File: src/rtl/alu_issue_pkg.sv
// Shared types and constants for the ALU issue/writeback stage.
package alu_issue_pkg;

  localparam int DW  = 8;
  localparam int FSW = 2;
  localparam int FW  = 4;

  typedef enum logic [0:0] {
    IDLE = 1'b0,
    EXEC = 1'b1
  } state_e;

endpackage

File: src/rtl/alu_regfile.sv
// Register file: two operand read ports, a debug read port, and a shared write
// path where ALU writeback beats a host load to the same address.
module alu_regfile
  import alu_issue_pkg::*;
#(
  parameter int DW   = alu_issue_pkg::DW,
  parameter int NREG = 4,
  parameter int AW   = 2
) (
  input  logic          clk,
  input  logic          rst,
  input  logic [AW-1:0] rs1_addr_i,
  input  logic [AW-1:0] rs2_addr_i,
  output logic [DW-1:0] rs1_data_o,
  output logic [DW-1:0] rs2_data_o,
  input  logic [AW-1:0] dbg_addr_i,
  output logic [DW-1:0] dbg_data_o,
  input  logic          wb_en_i,
  input  logic [AW-1:0] wb_addr_i,
  input  logic [DW-1:0] wb_data_i,
  input  logic          ld_valid_i,
  input  logic [AW-1:0] ld_addr_i,
  input  logic [DW-1:0] ld_data_i,
  output logic          ld_ack_o
);

  logic [DW-1:0] rf_q [NREG];
  logic          ld_ok;

  // A load is only refused when it collides with the writeback address.
  assign ld_ok    = ld_valid_i && !(wb_en_i && (ld_addr_i == wb_addr_i));
  assign ld_ack_o = ld_ok;

  assign rs1_data_o = rf_q[rs1_addr_i];
  assign rs2_data_o = rf_q[rs2_addr_i];
  assign dbg_data_o = rf_q[dbg_addr_i];

  always_ff @(posedge clk or posedge rst) begin
    if (rst) begin
      for (int i = 0; i < NREG; i++) begin
        rf_q[i] <= '0;
      end
    end else begin
      for (int i = 0; i < NREG; i++) begin
        if (wb_en_i && (wb_addr_i == AW'(i))) begin
          rf_q[i] <= wb_data_i;
        end else if (ld_ok && (ld_addr_i == AW'(i))) begin
          rf_q[i] <= ld_data_i;
        end
      end
    end
  end

endmodule

File: src/rtl/alu_issue_unit.sv
// Issue/writeback stage around a combinational 8-bit ALU.
// Optional ALU_IMM_EN adds an immediate operand-B source (in_imm/in_use_imm).
module alu_issue_unit
  import alu_issue_pkg::*;
#(
  parameter int DW   = alu_issue_pkg::DW,
  parameter int NREG = 4,
  parameter int AW   = 2,
  parameter int FW   = alu_issue_pkg::FW,
  parameter int CW   = 16
) (
  input  logic           clk,
  input  logic           rst,
  input  logic           in_valid,
  output logic           in_ready,
  input  logic [FSW-1:0] in_fs,
  input  logic [AW-1:0]  in_rd,
  input  logic [AW-1:0]  in_rs1,
  input  logic [AW-1:0]  in_rs2,
`ifdef ALU_IMM_EN
  input  logic [DW-1:0]  in_imm,
  input  logic           in_use_imm,
`endif
  output logic [DW-1:0]  alu_a,
  output logic [DW-1:0]  alu_b,
  output logic [FSW-1:0] alu_fs,
  input  logic [DW-1:0]  alu_y,
  input  logic [FW-1:0]  alu_flag,
  input  logic           ld_valid,
  input  logic [AW-1:0]  ld_addr,
  input  logic [DW-1:0]  ld_data,
  output logic           ld_ack,
  input  logic [AW-1:0]  rd_addr,
  output logic [DW-1:0]  rd_data,
  output logic [FW-1:0]  flag_q,
  output logic           done,
  output logic [CW-1:0]  retired
);

  state_e         state_q, state_d;
  logic [AW-1:0]  rd_q;
  logic [DW-1:0]  alu_a_q, alu_b_q;
  logic [FSW-1:0] alu_fs_q;
  logic [FW-1:0]  flag_reg_q;
  logic           done_q;
  logic [CW-1:0]  retired_q;

  logic           accept;
  logic           wb_en;
  logic [DW-1:0]  rs1_data, rs2_data, opb;

  alu_regfile #(
    .DW   (DW),
    .NREG (NREG),
    .AW   (AW)
  ) u_rf (
    .clk        (clk),
    .rst        (rst),
    .rs1_addr_i (in_rs1),
    .rs2_addr_i (in_rs2),
    .rs1_data_o (rs1_data),
    .rs2_data_o (rs2_data),
    .dbg_addr_i (rd_addr),
    .dbg_data_o (rd_data),
    .wb_en_i    (wb_en),
    .wb_addr_i  (rd_q),
    .wb_data_i  (alu_y),
    .ld_valid_i (ld_valid),
    .ld_addr_i  (ld_addr),
    .ld_data_i  (ld_data),
    .ld_ack_o   (ld_ack)
  );

`ifdef ALU_IMM_EN
  assign opb = in_use_imm ? in_imm : rs2_data;
`else
  assign opb = rs2_data;
`endif

  always_comb begin
    state_d = state_q;
    accept  = 1'b0;
    wb_en   = 1'b0;
    case (state_q)
      IDLE: begin
        if (in_valid) begin
          accept  = 1'b1;
          state_d = EXEC;
        end
      end
      EXEC: begin
        wb_en   = 1'b1;
        state_d = IDLE;
      end
      default: state_d = IDLE;
    endcase
  end

  always_ff @(posedge clk or posedge rst) begin
    if (rst) begin
      state_q    <= IDLE;
      rd_q       <= '0;
      alu_a_q    <= '0;
      alu_b_q    <= '0;
      alu_fs_q   <= '0;
      flag_reg_q <= '0;
      done_q     <= 1'b0;
      retired_q  <= '0;
    end else begin
      state_q <= state_d;
      done_q  <= wb_en;
      // Operands are captured from pre-edge RF contents; they then hold until the next accept.
      if (accept) begin
        rd_q     <= in_rd;
        alu_a_q  <= rs1_data;
        alu_b_q  <= opb;
        alu_fs_q <= in_fs;
      end
      if (wb_en) begin
        flag_reg_q <= alu_flag;
        retired_q  <= retired_q + CW'(1);
      end
    end
  end

  assign in_ready = (state_q == IDLE) && !rst;
  assign alu_a    = alu_a_q;
  assign alu_b    = alu_b_q;
  assign alu_fs   = alu_fs_q;
  assign flag_q   = flag_reg_q;
  assign done     = done_q;
  assign retired  = retired_q;

endmodule

File: config.mk
export PLATFORM = sky130hd
export DESIGN_NAME = alu_issue_unit
export DESIGN_NICKNAME = d
export VERILOG_FILES = /design/src/rtl/alu_issue_pkg.sv /design/src/rtl/alu_regfile.sv /design/src/rtl/alu_issue_unit.sv
export SDC_FILE = /design/constraint.sdc
export NUM_CORES = 1
export LEC_CHECK = 0
export BUFFER_PORTS_ARGS = -buffer_cell sky130_fd_sc_hd__buf_4
export CORE_MARGIN = 3
export CORE_UTILIZATION = 49
export DETAILED_ROUTE_END_ITERATION = 8
export GPL_TIMING_DRIVEN = 0
export PLACE_DENSITY_LB_ADDON = 0.1
export SYNTH_ARGS = -nofsm -noshare
export SYNTH_HDL_FRONTEND = slang
export SYNTH_HIERARCHICAL = 1
export SYNTH_SLANG_ARGS = --single-unit
File: constraint.sdc
create_clock -name clk -period 1.4 [get_ports clk]
set_input_delay 0.14 -clock clk [delete_from_list [all_inputs] [get_ports clk]]
set_output_delay 0.14 -clock clk [all_outputs]
set_load 0.01 [all_outputs]
==> results.cfg, run 1 <==
[worst_setup_path]
cp_max_fo = 3
critical_path.startpoint_type = flop
cp_slowest_cell = mux4_2
endpoint_kind = primary output
worstPathCellList = mux4_2, buf_6
max_stage_delay_ps = 510
critPathArrivalTime_ps = 1420
cp_data_required_time_ps = 1260
path_class = flop to primary output
crit_buf_inv = 1
crit_family = multiplexers

[clock_tree]
clock_latency_ps = 360
cts.htree.levels = 3
path_clk_slew_ps = 90
cts_sinks = 74
clockBufferDepth = 2
cts_tree = built
numCtsBuffers = 9
cts.root.buffer_cell = clkbuf_8

[timing]
final_max_slew_viol_count = 0
hold_viol = 0
postLayoutSetupSlackWorst_ps = -163
rsz0062_at_grt = true
period_minus_slack_ps = 1560
clock-skew-final_ps = 17.3
fmax_ghz = 0.640
hold_slack_ps = 6.82
worst_pin_slew_ps = 1220
tns_ps = -3100
setup_viol = 40
slew_headroom = 0.183
post-route-period-util = 1.12

[layout]
stdcell_count = 576
layout_common_cells = buf_4, nand2_1, dfrtp_1
layout-drive-gt1-share = 0.503
diodes = 0
design_area_um2 = 5530
seq_area_um2 = 1860
final_common_cell = buf_4
multi_input_area_um2 = 2040
area_delta_synth_final_pct = 45.9
finalNetCount = 509
final_util = 0.750
nFillCells = 484

[grt]
overflow = 0
grt_util_all_layers = 0.229
antenna_found_initial = 0
grt_max_degree = 43
grt_pass1_vias = 2961
grt_pass1_wl_um = 15300

[yosys]
yosysWarningCount = 6
syn_nets = 367
yosys_most_used_dff = dfrtp_1
ys_seq_elements = 74
syn_area_um2 = 3790
ys_seq_area_frac = 0.489
synthesis.instances = 330
synth.avg_cell_area_um2 = 11.5
synth.distinct_cells = 30
async_reset_ff_frac = 1.00
synth-edff-count = 0

[power]
power_frac_clock = 0.221
powerDensity_nw_per_um2 = 1530
comb_power_share = 0.395
p_leak_nw = 2.57
p_seq_frac = 0.384
p_sw_mw = 2.71
irDropWorstVdd_mv = 1.06
power.total_mw = 8.44
internal-power_mw = 5.73
swShare = 0.321

[outcome]
violations = setup timing
status = finished, violations left

[drt]
drt_pass1_iterations = 4
drc = 0
drtAntennaViolNets = 0
wl_um = 11000
wl_per_cell_um = 19.1
viasPerCell = 5.64
drtIter0Drc = 225
vias = 3251

[die]
die-area_um2 = 8820
die_w_um = 93.9
initial_core_util = 0.514
core_um2 = 7370
io_pins = 85
row_count = 31
fp.dieH_um = 93.9

[min_path]
worstHoldPathType = input port to flop

[place]
placed_area_um2 = 4480
dp_cells = 504
dp_slack_ps = -177
gp_congestion = 0.875
post-dp-hpwl_um = 6730
numPortBuffers = 75

[flow_run]
cap_violations = 0
==> power groups by stage <==
stage	logic (mW)	clock network, mW	registers [mW]
2_1_floorplan	1.17	0	3.30
3_5_place_dp	2.19	0	3.33
4_1_cts	2.83	1.84	3.16
3_3_place_gp	2.14	0	3.28
6_report	3.34	1.86	3.24
5_1_grt	3.53	1.98	3.31
==> cells by family after synthesis <==
kind of cell | synth area share
multiplexers | 0.217
XOR/XNOR | 0.0393
AO/OA/AOI/OAI | 0.0545
buffers and inverters | 0.0320
AND/OR/NAND/NOR | 0.165
adder cells (fa/ha/maj) | 0.00330
flip-flops | 0.489
==> flip-flops by register name, indices dropped and copies added (netlist names) <==
register / cells
alu_a: 8
retired: 16
state_q: 1
rd_q: 2
alu_b: 8
flag_q: 4
done: 1
alu_fs: 2
u_rf/rf_q: 32
==> metal layers <==
| metal | track usage | vias up | part of all wire |
|---|---|---|---|
| li1 | - | 1469 | - |
| met1 | 0.308 | 1623 | 0.40 |
| met2 | 0.373 | 141 | 0.52 |
| met3 | 0.0401 | 18 | 0.060 |
| met4 | 0.0830 | 0 | 0.018 |
| met5 | 0 | - | 0 |
==> area by class of cell <==
| class | instances | share of cell area |
|---|---|---|
| Multi-Input combinational cell | 232 | 0.369 |
| Sequential cell | 74 | 0.336 |
| Timing Repair Buffer | 131 | 0.203 |
| Buffer | 21 | 0.0276 |
| Clock buffer | 9 | 0.0224 |
| Tap cell | 99 | 0.0224 |
| Clock inverter | 7 | 0.0170 |
| Inverter | 3 | 0.00204 |
==> what timing repair did <==
item / in CTS / in global routing
hold endpoints to repair: 12 / 1
gates resized for setup: 27 / 57
gates cloned: 0 / 3
endpoints found under the setup margin: 60 / 57
pin swaps: 4 / 4
hold buffers: 1 / 1
setup buffers: 34 / 17
==> cells in the mapped netlist, drive strengths merged (4+ instances only) <==
cell type,n,area (um^2)
a31oi,33,206
xnor2,11,96.3
xor2,6,52.6
mux4,24,541
nand3b,4,30.0
nand2,69,259
mux2,25,282
nor2,36,138
nand4,6,58.8
buf,18,98.8
dfrtp,74,1850
==> worst paths after layout <==
kind                                               start                   endpoint  slack [ps]  cells past startpoint
worst max-delay path            u_rf/rf_q[1]$_DFFE_PP0P_                 rd_data[1]        -160                      2
worst min-delay path                            in_rd[0]        rd_q[0]$_DFFE_PP0P_           7                      2
worst max register to register         state_q$_DFF_PP0_  u_rf/rf_q[29]$_DFFE_PP0P_        -100                      5
worst min register to register   retired[15]$_DFFE_PP0P_    retired[15]$_DFFE_PP0P_         480                      1
max in group asynchronous                            rst     retired[3]$_DFFE_PP0P_         230                      3
min in group asynchronous                            rst  u_rf/rf_q[24]$_DFFE_PP0P_         150                      2
Power figures use the tool's default switching activity.
==> run 2, diff against run 1 <==
--- a/config.mk
+++ b/config.mk
@@ -17 +17,2 @@
 export SYNTH_SLANG_ARGS = --single-unit
+export TNS_END_PERCENT = 30
==> constraint.sdc (replaced) <==
create_clock -name clk -period 1.4 [get_ports clk]
set_input_delay 0.07 -clock clk [delete_from_list [all_inputs] [get_ports clk]]
set_output_delay 0.07 -clock clk [all_outputs]
set_load 0.01 [all_outputs]
==> run 2 against run 1 <==
The run still ends with setup timing left. Maximum frequency rose by 5.2%. First-iteration DRC count fell by 23%. Global-route usage fell by 1.1 points. Clock skew fell by 7.8 ps. Flip-flop and latch count did not move. Sequential power barely moved. Core utilization fell by 4.2 points. Clock-buffer cell count did not move. Combinational power fell by 16%. Register-to-register slack improved by 50 ps. Final cell count fell by 1.9%. Wire length fell by 13%. Critical path type unchanged. Critical endpoint unchanged. Largest power group is now sequential cells.
==> results.cfg, run 2 (synthesis gave the netlist of run 1 again) <==
[layout]
finalNetCount = 498
largest_register = u_rf/rf_q
layout_common_cells = buf_4, nand2_1, dfrtp_1
largest_register_ffs = 32
multi_input_area_um2 = 1860
seq_area_um2 = 1860
final_util = 0.708
final_common_cell = buf_4
diodes = 0
area_delta_synth_final_pct = 37.7
layout-drive-gt1-share = 0.442
nFillCells = 526

[power]
irDropWorstVdd_mv = 0.946
p_leak_nw = 2.40
power.total_mw = 7.86
powerDensity_nw_per_um2 = 1510

[grt]
grt_max_degree = 43
antenna_found_initial = 0
grt_pass1_wl_um = 14700
grt_util_all_layers = 0.218
overflow = 0
grt_pass1_vias = 2938

[drt]
drtIter0Drc = 174
vias = 3094
wl_per_cell_um = 16.9
viasPerCell = 5.48
wl_um = 9560
drtAntennaViolNets = 0
drc = 0
drt_pass1_iterations = 5

[timing]
postLayoutSetupSlackWorst_ps = -85.7
period_minus_slack_ps = 1490
slew_headroom = 0.196
rsz0062_at_grt = true
post-route-period-util = 1.06
worst_pin_slew_ps = 1200
hold_viol = 0
clock-skew-final_ps = 9.51
final_max_slew_viol_count = 0
hold_slack_ps = 20.0
fmax_ghz = 0.673
setup_viol = 15

[min_path]
worstHoldPathType = input port to flop
min_to = u_rf/rf_q[12]$_DFFE_PP0P_
min-delay-start = alu_y[4]
hold_depth = 3

[die]
die_w_um = 93.9
core_um2 = 7370
io_pins = 85
fp.dieH_um = 93.9
initial_core_util = 0.514
row_count = 31
die-area_um2 = 8820

[clock_tree]
cts_tree = built
path_clk_slew_ps = 80
cts_sinks = 74
clockBufferDepth = 2
numCtsBuffers = 9
clock_latency_ps = 350
cts.htree.levels = 3
cts.root.buffer_cell = clkbuf_8

[place]
post-dp-hpwl_um = 6730
gp_congestion = 0.875
numPortBuffers = 75

[worst_setup_path]
cp_slowest_cell = mux4_2
r2r.worst_path.cells = 6
regToRegEndpoint = u_rf/rf_q[24]$_DFFE_PP0P_
endpoint_kind = primary output
max_stage_delay_ps = 510
cp_max_fo = 3
r2r_start = state_q$_DFF_PP0_
crit_family = multiplexers
crit_buf_inv = 1
cp_data_required_time_ps = 1330
worstPathCellList = mux4_2, buf_6
r2r_setup_slack_ps = -50
path_class = flop to primary output
critical_path.startpoint_type = flop
critPathArrivalTime_ps = 1420

[outcome]
status = finished, violations left
violations = setup timing

[flow_run]
cap_violations = 0
==> run 2: changes by cell type in the layout (fill, tap and decap cells not counted), moves of 2 or more <==
| cell | delta |
|---|---|
| a31oi_4 | -6 |
| buf_8 | -3 |
| clkbuf_16 | -3 |
| a31oi_1 | +5 |
| nor2_4 | -2 |
| buf_6 | -3 |
| mux2_2 | +17 |
| buf_4 | -16 |
| nor2_2 | -2 |
| mux2_4 | -17 |
| dlygate4sd3_1 | +15 |
| nor2_1 | +4 |
==> run 2: worst register-to-register path: cells and delay by family, from the launching register on <==
kind            cells  cell delay (ps)
simple gates        2              440
buf+inv             3              420
flops               1              420
compound gates      1               50
==> run 2: final cells by class <==
| class | count | share of cell area |
|---|---|---|
| buffer | 21 | 0.0278 |
| clock buffer | 9 | 0.0237 |
| clock inverter | 7 | 0.0180 |
| inverter | 3 | 0.00216 |
| multi-input combinational | 232 | 0.357 |
| sequential | 74 | 0.357 |
| tap | 99 | 0.0237 |
| timing repair buffer | 120 | 0.191 |
==> run 2: power breakdown <==
part	internal, mW	total [mW]	switching (mW)
clock network	0.999	1.81	0.810
logic	1.70	2.79	1.09
registers	2.73	3.26	0.529
==> run 2: metrics by stage <==
step / TNS (ps) / worst slack (ps) / area [um^2] / instances
finish: -666 / -85.7 / 5220 / 565
global route: -1570 / -115 / 5220 / 565
CTS: -733 / -94.2 / 4990 / 545
detailed placement: -3960 / -177 / 4480 / 504
global placement: -12740 / -212 / 4480 / 504
floorplan: 0 / 14.7 / 3790 / 330
==> run 2: worst max-delay path by stage <==
stage,slack (ps),endpoint,start,cells past startpoint
3_3_place_gp,-210,retired[15]$_DFFE_PP0P_,rst,2
3_5_place_dp,-180,retired[13]$_DFFE_PP0P_,state_q$_DFF_PP0_,5
6_report,-90,rd_data[1],u_rf/rf_q[1]$_DFFE_PP0P_,2
2_1_floorplan,10,retired[12]$_DFFE_PP0P_,retired[0]$_DFFE_PP0P_,5
4_1_cts,-90,rd_data[1],u_rf/rf_q[1]$_DFFE_PP0P_,2
5_1_grt,-120,rd_data[0],u_rf/rf_q[8]$_DFFE_PP0P_,2
==> run 2: per-layer routing <==
layer / wire length (um) / vias up / track usage
met1: 3960 / 1524 / 0.283
li1: - / 1448 / -
met5: 0 / - / 0
met4: 115 / 0 / 0.0903
met2: 4850 / 110 / 0.363
met3: 639 / 12 / 0.0385
==> run 2: repair_timing <==
item / 4_1_cts / 5_1_grt
endpoints found under the hold margin: 70 / 0
hold buffers: 17 / 0
setup endpoints to repair: 60 / 52
gates cloned: 0 / 0
resized for setup: 22 / 27
buffers inserted: 8 / 20
pin swaps: 4 / 2
==> run 3, diff against run 2 <==
Settings changed: BUFFER_PORTS_ARGS -buffer_cell sky130_fd_sc_hd__buf_4 to -buffer_cell sky130_fd_sc_hd__buf_2.
==> run 3 against run 2 <==
Critical path depth stayed put. Clock power hardly changed. Final cell count stayed put. Global-route usage is 0.096 points higher. The flow still finishes with violations (setup timing). Core utilization is 2.7 points lower. Clock skew is 2.0 ps lower. Largest power group unchanged. Final area is 3.8% lower. Non-clock buffer count stayed put. Hold slack worse by 2.4 ps. Register-to-register slack better by 30 ps.
==> results.cfg, run 3 (synthesis gave the netlist of run 1 again) <==
[worst_setup_path]
cp_max_fo = 2
r2r_start = u_rf/rf_q[12]$_DFFE_PP0P_
crit_buf_inv = 1
cp_data_required_time_ps = 1330
crit_family = multiplexers
critical_path.startpoint_type = flop
endpoint = rd_data[3]
max_stage_delay_ps = 510
endpoint_kind = primary output
cp_slowest_cell = mux4_2
critPathLaunch = u_rf/rf_q[11]$_DFFE_PP0P_
worstPathCellList = mux4_2, buf_6
regToRegEndpoint = alu_a[4]$_DFFE_PP0P_
cp.depth = 2
path_class = flop to primary output
r2r_setup_slack_ps = -20
r2r.worst_path.cells = 3
critPathArrivalTime_ps = 1400

[min_path]
worstHoldPathType = input port to flop
hold_depth = 3

[timing]
fmax_ghz = 0.681
final_max_slew_viol_count = 0
setup_viol = 21
post-route-period-util = 1.05
slew_headroom = 0.181
period_minus_slack_ps = 1470
clock-skew-final_ps = 7.48
rsz0062_at_grt = true
postLayoutSetupSlackWorst_ps = -68.3
worst_pin_slew_ps = 1230
tns_ps = -499
hold_viol = 0

[layout]
nFillCells = 557
design_area_um2 = 5020
area_delta_synth_final_pct = 32.5
diodes = 0
layout_common_cells = buf_2, nand2_1, dfrtp_1
largest_register = u_rf/rf_q
final_util = 0.681
layout-drive-gt1-share = 0.459
finalNetCount = 498
final_common_cell = buf_2
largest_register_ffs = 32

[flow_run]
cap_violations = 0

[grt]
antenna_found_initial = 0
grt_pass1_vias = 2949
grt_max_degree = 43
overflow = 0
grt_util_all_layers = 0.219
grt_pass1_wl_um = 14800

[clock_tree]
cts_sinks = 74
path_clk_slew_ps = 80
numCtsBuffers = 9
cts.htree.levels = 3
cts_tree = built
cts.root.buffer_cell = clkbuf_8
clockBufferDepth = 2
clock_latency_ps = 340

[drt]
drtIter0Drc = 184
met1_length_um = 3870
wl_per_cell_um = 16.6
viasPerCell = 5.39
drtAntennaViolNets = 0
drc = 0
top_layer = met4
drt_pass1_iterations = 5
vias = 3048
met3RoutedLength_um = 660
wl_met2_um = 4770
wl_um = 9370

[power]
powerDensity_nw_per_um2 = 1530
power.total_mw = 7.66
irDropWorstVdd_mv = 0.692
p_leak_nw = 2.36

[outcome]
status = finished, violations left
violations = setup timing

[place]
placed_area_um2 = 4290
gp_congestion = 0.869
numPortBuffers = 75
dp_slack_ps = -182
post-dp-hpwl_um = 6600

[die]
io_pins = 85
core_um2 = 7370
fp.dieH_um = 93.9
die-area_um2 = 8820
initial_core_util = 0.514
row_count = 31
die_w_um = 93.9
-- run 3: cell count changes in the layout (fill, tap and decap cells not counted), sizes merged --
cell and change:
buf +8, dlygate4sd3 -8
-- run 3: repair_timing --
item / 4_1_cts / 5_1_grt
hold buffers: 9 / 0
pin swaps: 1 / 3
gates cloned: 0 / 0
resized for setup: 16 / 26
setup buffers: 18 / 19
endpoints found under the setup margin: 55 / 49
endpoints found under the hold margin: 50 / 0
-- run 3: stage by stage --
step / instances / hold WS (ps)
after floorplan: 330 / 183
after global placement: 504 / 302
after detailed placement: 504 / 305
after CTS: 547 / 1.51
after global routing: 565 / 14.6
final: 565 / 17.6
-- run 3: worst min path at each step --
| stage | startpoint | to | slack [ps] |
|---|---|---|---|
| 2_1_floorplan | rst | in_ready | 180 |
| 3_3_place_gp | alu_flag[2] | flag_q[2]$_DFFE_PP0P_ | 300 |
| 3_5_place_dp | alu_flag[1] | flag_q[1]$_DFFE_PP0P_ | 310 |
| 4_1_cts | ld_data[1] | u_rf/rf_q[1]$_DFFE_PP0P_ | 2 |
| 5_1_grt | ld_data[3] | u_rf/rf_q[11]$_DFFE_PP0P_ | 10 |
| 6_report | ld_data[1] | u_rf/rf_q[9]$_DFFE_PP0P_ | 20 |
-- run 3: routing by layer --
layer | track usage | vias to the layer above
li1 | - | 1442
met1 | 0.300 | 1496
met2 | 0.364 | 103
met3 | 0.0313 | 7
met4 | 0.0650 | 0
met5 | 0 | -
-- run 3: area by class of cell --
| class | count | area [um^2] | share of cell area |
|---|---|---|---|
| clock buffers | 9 | 124 | 0.0247 |
| inverters | 3 | 11.3 | 0.00224 |
| repair buffers | 121 | 803 | 0.160 |
| multi-input cells | 232 | 1880 | 0.374 |
| plain buffers | 20 | 128 | 0.0254 |
| clock inverters | 7 | 93.8 | 0.0187 |
| flip-flops and latches | 74 | 1860 | 0.370 |
| well taps | 99 | 124 | 0.0247 |
-- run 3: power by group --
group          leakage (nW)  total [mW]  internal [mW]  switching [mW]
clock                 0.105        1.80           1.00           0.799
sequential            0.889        3.21           2.72           0.489
combinational          1.36        2.65           1.52            1.14
total                  2.36        7.66           5.24            2.42
-- run 3: worst register-to-register path, stage by stage (launching register included) --
cell     delay [ps]
dfrtp_1         410
buf_4           160
mux4_2          460
mux2_2          280
